===== src/rtl/narrow_16to8.sv =====
// narrow_16to8: streaming signed word-to-byte narrowing unit with a
// 2-entry skid buffer (output register + skid register).
// Ports:
//   clk, rst_n                       clock, synchronous active-low reset
//   in_valid/in_ready/in_data/in_sat input stream; in_sat 1=saturate, 0=wrap
//   out_valid/out_ready/out_data/out_ovf  output byte stream + range flag
//   clr_count/ovf_count              saturating count of out-of-range accepts
//   ovf_sticky                       only with NARROW_STICKY_OVF_EN defined
module narrow_16to8 #(
    parameter int IN_W  = 16,
    parameter int OUT_W = 8,
    parameter int CNT_W = 8
) (
    input  logic             clk,
    input  logic             rst_n,
    input  logic             in_valid,
    output logic             in_ready,
    input  logic [IN_W-1:0]  in_data,
    input  logic             in_sat,
    output logic             out_valid,
    input  logic             out_ready,
    output logic [OUT_W-1:0] out_data,
    output logic             out_ovf,
    input  logic             clr_count,
`ifdef NARROW_STICKY_OVF_EN
    output logic             ovf_sticky,
`endif
    output logic [CNT_W-1:0] ovf_count
);

    localparam int TOP_W = IN_W - OUT_W + 1;

    logic             out_vld_q, out_vld_d;
    logic [OUT_W-1:0] out_dat_q, out_dat_d;
    logic             out_ovf_q, out_ovf_d;
    logic             skd_vld_q, skd_vld_d;
    logic [OUT_W-1:0] skd_dat_q, skd_dat_d;
    logic             skd_ovf_q, skd_ovf_d;
    logic [CNT_W-1:0] cnt_q, cnt_d;

    logic [TOP_W-1:0] top;
    logic             ovf;
    logic             sign;
    logic [OUT_W-1:0] nar;
    logic             accept;
    logic             out_free;

    // Out of range when the bits above the byte's sign bit disagree with it.
    assign top  = in_data[IN_W-1:OUT_W-1];
    assign ovf  = !((&top) || !(|top));
    assign sign = in_data[IN_W-1];

    always_comb begin
        nar = in_data[OUT_W-1:0];
        if (in_sat && ovf) begin
            nar = {sign, {(OUT_W-1){~sign}}};
        end
    end

    // in_ready is just the skid flop, so no path from out_ready.
    assign in_ready = ~skd_vld_q;
    assign accept   = in_valid & in_ready;
    assign out_free = ~out_vld_q | out_ready;

    always_comb begin
        out_vld_d = out_vld_q;
        out_dat_d = out_dat_q;
        out_ovf_d = out_ovf_q;
        skd_vld_d = skd_vld_q;
        skd_dat_d = skd_dat_q;
        skd_ovf_d = skd_ovf_q;
        if (out_free) begin
            if (skd_vld_q) begin
                // Skid full means in_ready was low: no accept this cycle.
                out_vld_d = 1'b1;
                out_dat_d = skd_dat_q;
                out_ovf_d = skd_ovf_q;
                skd_vld_d = 1'b0;
            end else if (accept) begin
                out_vld_d = 1'b1;
                out_dat_d = nar;
                out_ovf_d = ovf;
            end else begin
                out_vld_d = 1'b0;
            end
        end else if (accept) begin
            skd_vld_d = 1'b1;
            skd_dat_d = nar;
            skd_ovf_d = ovf;
        end
    end

    always_comb begin
        cnt_d = cnt_q;
        if (clr_count) begin
            cnt_d = '0;
        end else if (accept && ovf && !(&cnt_q)) begin
            cnt_d = cnt_q + 1'b1;
        end
    end

    always_ff @(posedge clk) begin
        if (!rst_n) begin
            out_vld_q <= 1'b0;
            out_dat_q <= '0;
            out_ovf_q <= 1'b0;
            skd_vld_q <= 1'b0;
            skd_dat_q <= '0;
            skd_ovf_q <= 1'b0;
            cnt_q     <= '0;
        end else begin
            out_vld_q <= out_vld_d;
            out_dat_q <= out_dat_d;
            out_ovf_q <= out_ovf_d;
            skd_vld_q <= skd_vld_d;
            skd_dat_q <= skd_dat_d;
            skd_ovf_q <= skd_ovf_d;
            cnt_q     <= cnt_d;
        end
    end

`ifdef NARROW_STICKY_OVF_EN
    logic sticky_q, sticky_d;

    always_comb begin
        sticky_d = sticky_q;
        if (clr_count) begin
            sticky_d = 1'b0;
        end else if (accept && ovf) begin
            sticky_d = 1'b1;
        end
    end

    always_ff @(posedge clk) begin
        if (!rst_n) begin
            sticky_q <= 1'b0;
        end else begin
            sticky_q <= sticky_d;
        end
    end

    assign ovf_sticky = sticky_q;
`endif

    assign out_valid = out_vld_q;
    assign out_data  = out_dat_q;
    assign out_ovf   = out_ovf_q;
    assign ovf_count = cnt_q;

endmodule


===== config.mk =====
export PLATFORM = sky130hd
export DESIGN_NAME = narrow_16to8
export DESIGN_NICKNAME = d
export VERILOG_FILES = /design/src/rtl/narrow_16to8.sv
export SDC_FILE = /design/constraint.sdc
export NUM_CORES = 1
export LEC_CHECK = 0
export BUFFER_PORTS_ARGS = -buffer_cell sky130_fd_sc_hd__buf_2
export CORE_MARGIN = 2
export CORE_UTILIZATION = 40
export DETAILED_ROUTE_END_ITERATION = 8
export PLACE_DENSITY_LB_ADDON = 0.1
export SLEW_MARGIN = 30
export SYNTH_ARGS = -nofsm -noshare
export SYNTH_HDL_FRONTEND = slang
export SYNTH_SLANG_ARGS = --single-unit
export TNS_END_PERCENT = 5

===== constraint.sdc =====
create_clock -name clk -period 3.55 [get_ports clk]
set_clock_uncertainty 0.1 [all_clocks]
set_input_delay 0.355 -clock clk [delete_from_list [all_inputs] [get_ports clk]]
set_output_delay 0.355 -clock clk [all_outputs]
set_load 0.02 [all_outputs]

==> key figures, run 1 <==
Global route
  – All-Layer GR Usage: 18.8%
  – Initial antenna violation count: 0
  – Vias in the first global route: 1170
  – Met3 usage: 3.15%
  – First-pass GRT wire length: 5.35 mm
  – Gr busiest metal: met2
  – Grt ovf: 0
  – Met2 Track Usage GR: 29.8%
  – Met1 Use GR: 26.6%
  – Largest net degree at the start of global routing: 26

CTS
  – Resized Gates After CTS: 0
  – CTS buffer count: 3
  – CTS H-Tree Depth: 1
  – Clk pin slew, worst setup/hold paths: 0.15 ns
  – Clock Sinks: 28
  – Deepest clock path buffer count: 2
  – Clock Latency Late Sink: 0.32 ns
  – Clock root cell: clkbuf_4
  – Setup Buffers After CTS: 0
  – CTS tree: built
  – Hold-fix buffers at CTS: 0

Layout
  – Layout cell share with drive strength beyond 1: 29.6%
  – Final nets: 210
  – Post-route insts no fill: 230
  – Area grow syn2layout: 19.8%
  – Number of diodes: 0
  – Fin util: 50.9%
  – Fillers: 328

Drt
  – DRC Markers: 0
  – Routed Antenna Nets: 0
  – Drt first pass iters: 4
  – Drt total wl: 3.18 mm
  – DR vias: 1280
  – WL/cell: 13.8 microns
  – Iter 0 DRT Violations: 86
  – Vias per cell: 5.57

Setup path
  – Critical Path RT: 3.68 ns
  – Worst Setup Path Type: flop to flop
  – Worst Setup End Kind: flop
  – Startpoint types: flop
  – Worst Path Max Fanout: 11
  – Arr. time, crit path: 2.29 ns

Run
  – Max-cap check violation count: 0

Timing
  – Minimum clock period: 2.16 ns
  – RSZ-0062 raised after global routing: false
  – Fmax: 0.464 GHz
  – Slew HR: 43.5%
  – Setup TNS: 0 ns
  – Slew Limit Fails: 0
  – # setup viols final: 0
  – Hold Violations, Final: 0
  – Final period util: 60.8%
  – Worst Max-Slew Pin Slew: 0.844 ns

Yosys
  – Yosys reg bits: 28
  – Syn Nets: 170
  – Synthesized cell area: 1320 sq um
  – Synth cell types: 31
  – Cell count after synthesis: 147
  – Sequential area share after synthesis: 42.5%
  – Synth Area per Inst: 8.96 sq um
  – Syn. warnings: 0

Hold path
  – Min-Delay Path Class: input pin to flop

Placed design
  – Post-detail-place hpwl: 2.28 mm
  – RePlAce Congestion: 0.771
  – Placed cells: 226
  – # port buffers: 40

Pwr
  – Leakage power: 0.631 nW
  – Worst vdd ir: 0.155 mV
  – Cell Pwr Density: 368 nW/um^2

Floorplanning
  – Initial Utilization: 42.5%
  – Row Count: 20
  – Core area: 3100 sq um
  – I/O pin count: 41
  – Die X: 61.4 microns
  – Die Area: 3770 sq um
  – Die Ht: 61.4 microns

Status
  – Status: finished clean
area by class of cell:
| type | count | area, sq um | share of cell area [%] |
|---|---|---|---|
| sequential | 28 | 561 | 35.5 |
| tap | 44 | 55.1 | 3.49 |
| timing repair buffer | 40 | 200 | 12.7 |
| clock buffer | 4 | 36.3 | 2.30 |
| multi-input combinational | 111 | 716 | 45.3 |
| inverter | 3 | 11.3 | 0.713 |
synthesized netlist by cell type (all sizes together):
master	instances	area [sq um]
nand2	8	30.0
nand2b	4	25.0
buf	2	18.8
and3	3	28.8
nor2b	4	25.0
and2	1	6.26
a21boi	1	7.51
o31ai	2	15.0
o221a	7	78.8
or3	13	81.3
nor2	5	18.8
mux2	1	11.3
a21oi	13	65.1
ha	1	12.5
nor4	1	6.26
or4	5	37.5
nand4	3	18.8
nand3	5	25.0
clkbuf	3	11.3
nor3b	2	15.0
inv	3	11.3
o21a	2	15.0
o21ai	17	85.1
mux2i	2	20.0
o211ai	9	67.6
o211a	2	20.0
dfxtp	28	561
layer usage:
metal | vias up | part of all wire, % | wire length, microns
met5 | - | 0 | 0
met4 | 0 | 0.41 | 13
met3 | 2 | 5.3 | 169
met2 | 37 | 47 | 1490
met1 | 596 | 47 | 1510
li1 | 645 | - | -
logic make-up (layout without fill, tap and decap cells):
logic type	after synthesis	in the layout	synth area share [%]
fa+ha+maj	1	1	0.950
compound gates	53	53	26.9
simple gates	54	54	24.1
flops	28	28	42.5
mux	3	3	2.37
buf+inv	8	47	3.13
worst max-delay path: stages (launching register included):
cell and delay [ns]:
dfxtp_1 0.40, nand2b_1 0.24, nor2_1 0.59, o21ai_1 0.40, o221a_2 0.35
power by group:
part	total, mW	switching (mW)	leakage [nW]	internal, mW
sequential	0.338	0.00807	0.229	0.329
clock	0.155	0.0928	0.0210	0.0627
combinational	0.0874	0.0524	0.381	0.0350
total	0.580	0.153	0.631	0.427
final timing paths:
| path | startpoint | end | slack (ns) | cells past startpoint |
|---|---|---|---|---|
| max reg2reg | skd_vld_q | skd_dat_q[3] | 1.39 | 4 |
| min | in_data[1] | out_data[1] | 0.19 | 3 |
| max | skd_vld_q | skd_dat_q[3] | 1.39 | 4 |
| min reg2reg | skd_dat_q[7] | skd_dat_q[7] | 0.42 | 1 |
layout by cell type (no fill, tap or decap), drive strengths merged:
cell    instances
nor2            5
clkbuf          4
dfxtp          28
o211a           2
o221a           7
mux2i           2
nor4            1
nor3b           2
nand2b          4
a21oi          13
a21boi          1
nand4           3
o21a            2
or4             5
mux2            1
or3            13
and3            3
nand2           8
nand3           5
buf            40
o21ai          17
ha              1
o211ai          9
o31ai           2
inv             3
and2            1
nor2b           4
metrics by stage:
stage / area, sq um / total power, mW / setup slack (ns) / hold WS (ns)
after global placement: 1540 / 0.431 / 1.36 / 0.382
after floorplan: 1320 / 0.396 / 1.50 / 0.372
after CTS: 1580 / 0.585 / 1.42 / 0.185
after detailed placement: 1540 / 0.432 / 1.32 / 0.390
final: 1580 / 0.580 / 1.39 / 0.192
after global routing: 1580 / 0.615 / 1.22 / 0.180
state kept, by name, indices dropped and copies added, names as in the netlist:
name	count
out_ovf	1
skd_vld_q	1
ovf_count	8
out_data	8
out_valid	1
skd_dat_q	8
skd_ovf_q	1
Power figures use the tool's default switching activity.
==> run 2: changes to the inputs <==
- clock period: 3.55 -> 1.9 ns (I/O delays scaled with it)
==> run 2 against run 1 <==
Against the previous run:
- the flow now finishes with violations (negative setup slack)
- maximum frequency increased by 13%
- non-clock buffer count increased by 13
- total power increased by 83%
- largest power group unchanged
- highest routed layer unchanged
==> key figures, run 2 (synthesis gave the netlist of run 1 again) <==
Layout
  – Register area: 566 sq um (was 561 sq um)
  – Commonest non-fill, non-tap cells in the layout: buf_2 (40), dfxtp_1 (26), or3_1 (12), a21oi_1 (12), buf_4 (12) (was buf_2 (40), dfxtp_1 (28), or3_1 (13), a21oi_1 (13), o21ai_1 (11))
  – Fin util: 55.2% (was 50.9%)
  – Number of diodes: 0 (unchanged)
  – Final nets: 223 (was 210)
  – Area grow syn2layout: 30.0% (was 19.8%)
  – Layout cell share with drive strength beyond 1: 37.2% (was 29.6%)
  – Multi-input gate area: 744 sq um (was 716 sq um)
  – Commonest non-fill, non-tap cell in the layout: buf_2 (unchanged)
  – Post-route insts no fill: 243 (was 230)
  – Post-Layout Inst Area: 1710 sq um (was 1580 sq um)
  – Fillers: 328 (unchanged)

Timing
  – Slew HR: 64.9% (was 43.5%)
  – Worst Max-Slew Pin Slew: 0.524 ns (was 0.844 ns)
  – Final setup margin: -0.0120 ns (was 1.39 ns)
  – Hold Violations, Final: 0 (unchanged)
  – WHS: 0.0231 ns (was 0.192 ns)
  – Fmax: 0.523 GHz (was 0.464 GHz)
  – # setup viols final: 2 (was 0)
  – RSZ-0062 raised after global routing: true (was false)
  – Slew Limit Fails: 0 (unchanged)
  – Minimum clock period: 1.91 ns (was 2.16 ns)
  – Final period util: 101% (was 60.8%)

Placed design
  – DP Worst Slack: -0.0348 ns (was 1.32 ns)
  – # port buffers: 40 (unchanged)
  – Dpl cell area: 1670 sq um (was 1540 sq um)
  – RePlAce Congestion: 0.756 (was 0.771)
  – Post-detail-place hpwl: 2.44 mm (was 2.28 mm)
  – Placed cells: 239 (was 226)

Setup path
  – FF-to-FF setup slack: -0.01 ns (was 1.39 ns)
  – Startpoint types: flop (unchanged)
  – Arr. time, crit path: 2.08 ns (was 2.29 ns)
  – Worst Setup Path Type: flop to flop (unchanged)
  – Critical Path RT: 2.07 ns (was 3.68 ns)
  – Worst Path Max Fanout: 3 (was 11)
  – Worst Setup End Kind: flop (unchanged)

CTS
  – CTS tree: built (unchanged)
  – Deepest clock path buffer count: 2 (unchanged)
  – Setup Buffers After CTS: 0 (unchanged)
  – Clock Sinks: 28 (unchanged)
  – Clk pin slew, worst setup/hold paths: 0.15 ns (about the same)
  – CTS buffer count: 3 (unchanged)
  – Clock root cell: clkbuf_4 (unchanged)
  – CTS H-Tree Depth: 1 (unchanged)
  – Hold-fix buffers at CTS: 0 (unchanged)
  – Clock Latency Late Sink: 0.32 ns (about the same)

Floorplanning
  – Die X: 61.4 microns (unchanged)
  – Core area: 3100 sq um (unchanged)
  – Die Area: 3770 sq um (unchanged)
  – I/O pin count: 41 (unchanged)
  – Initial Utilization: 42.5% (unchanged)
  – Row Count: 20 (unchanged)
  – Die Ht: 61.4 microns (unchanged)

Global route
  – Largest net degree at the start of global routing: 26 (unchanged)
  – First-pass GRT wire length: 5.41 mm (was 5.35 mm)
  – All-Layer GR Usage: 19.2% (was 18.8%)
  – Vias in the first global route: 1211 (was 1170)
  – Grt ovf: 0 (unchanged)
  – Initial antenna violation count: 0 (unchanged)

Status
  – Status: finished with violations (was finished clean)
  – Failing checks: negative setup slack

Drt
  – Drt first pass iters: 4 (unchanged)
  – WL/cell: 13.8 microns (about the same)
  – Iter 0 DRT Violations: 73 (was 86)
  – Vias per cell: 5.55 (was 5.57)
  – DRC Markers: 0 (unchanged)
  – DR vias: 1348 (was 1280)
  – Routed Antenna Nets: 0 (unchanged)
  – Drt total wl: 3.35 mm (was 3.18 mm)

Pwr
  – Worst vdd ir: 0.310 mV (was 0.155 mV)
  – Cell Pwr Density: 621 nW/um^2 (was 368 nW/um^2)
  – Leakage power: 0.700 nW (was 0.631 nW)

Run
  – Max-cap check violation count: 0 (unchanged)

Hold path
  – Min-Delay Path Class: input pin to flop (unchanged)
## run 2: worst max-delay path, stage by stage, from the launching register on
cell	delay, ns
dfxtp_4	0.38
ha_4	0.15
and3_4	0.17
and3_4	0.16
or4_4	0.40
or3_1	0.36
a21oi_1	0.12
## run 2: worst paths after layout
kind | from | endpoint | cells past startpoint
min | in_data[2] | out_data[2] | 3
min reg2reg | ovf_count[2] | ovf_count[2] | 2
max reg2reg | ovf_count[0] | ovf_count[7] | 6
max | ovf_count[0] | ovf_count[7] | 6
## run 2: repair_timing
action                     CTS  global route
setup endpoints to repair    2             3
gates resized for setup      1             3
pin swaps                    4             3
## run 2: power by group
part	switching [mW]	internal, mW	total [mW]
Combinational	0.103	0.0768	0.180
Clock	0.174	0.0822	0.256
Sequential	0.0135	0.615	0.628
## run 2: per-stage QoR
| step | total power, mW | setup TNS, ns |
|---|---|---|
| CTS | 1.07 | -0.0382 |
| floorplan | 0.740 | -0.0321 |
| finish | 1.06 | -0.0202 |
| detailed placement | 0.821 | -0.0348 |
| global placement | 0.816 | -0.00684 |
| global route | 1.12 | -0.0844 |
## run 2: layout make-up
type | instances | area share (%)
clock buffers | 4 | 1.53
multi-input cells | 111 | 43.5
well taps | 44 | 3.21
inverters | 3 | 0.657
flip-flops and latches | 28 | 33.0
repair buffers | 53 | 18.1
## run 2: layer usage
layer / global-route usage [%] / part of all wire (%)
met5: 0 / 0
met4: 5.47 / 0.45
met3: 3.36 / 5.5
met2: 31.0 / 47
met1: 26.6 / 47
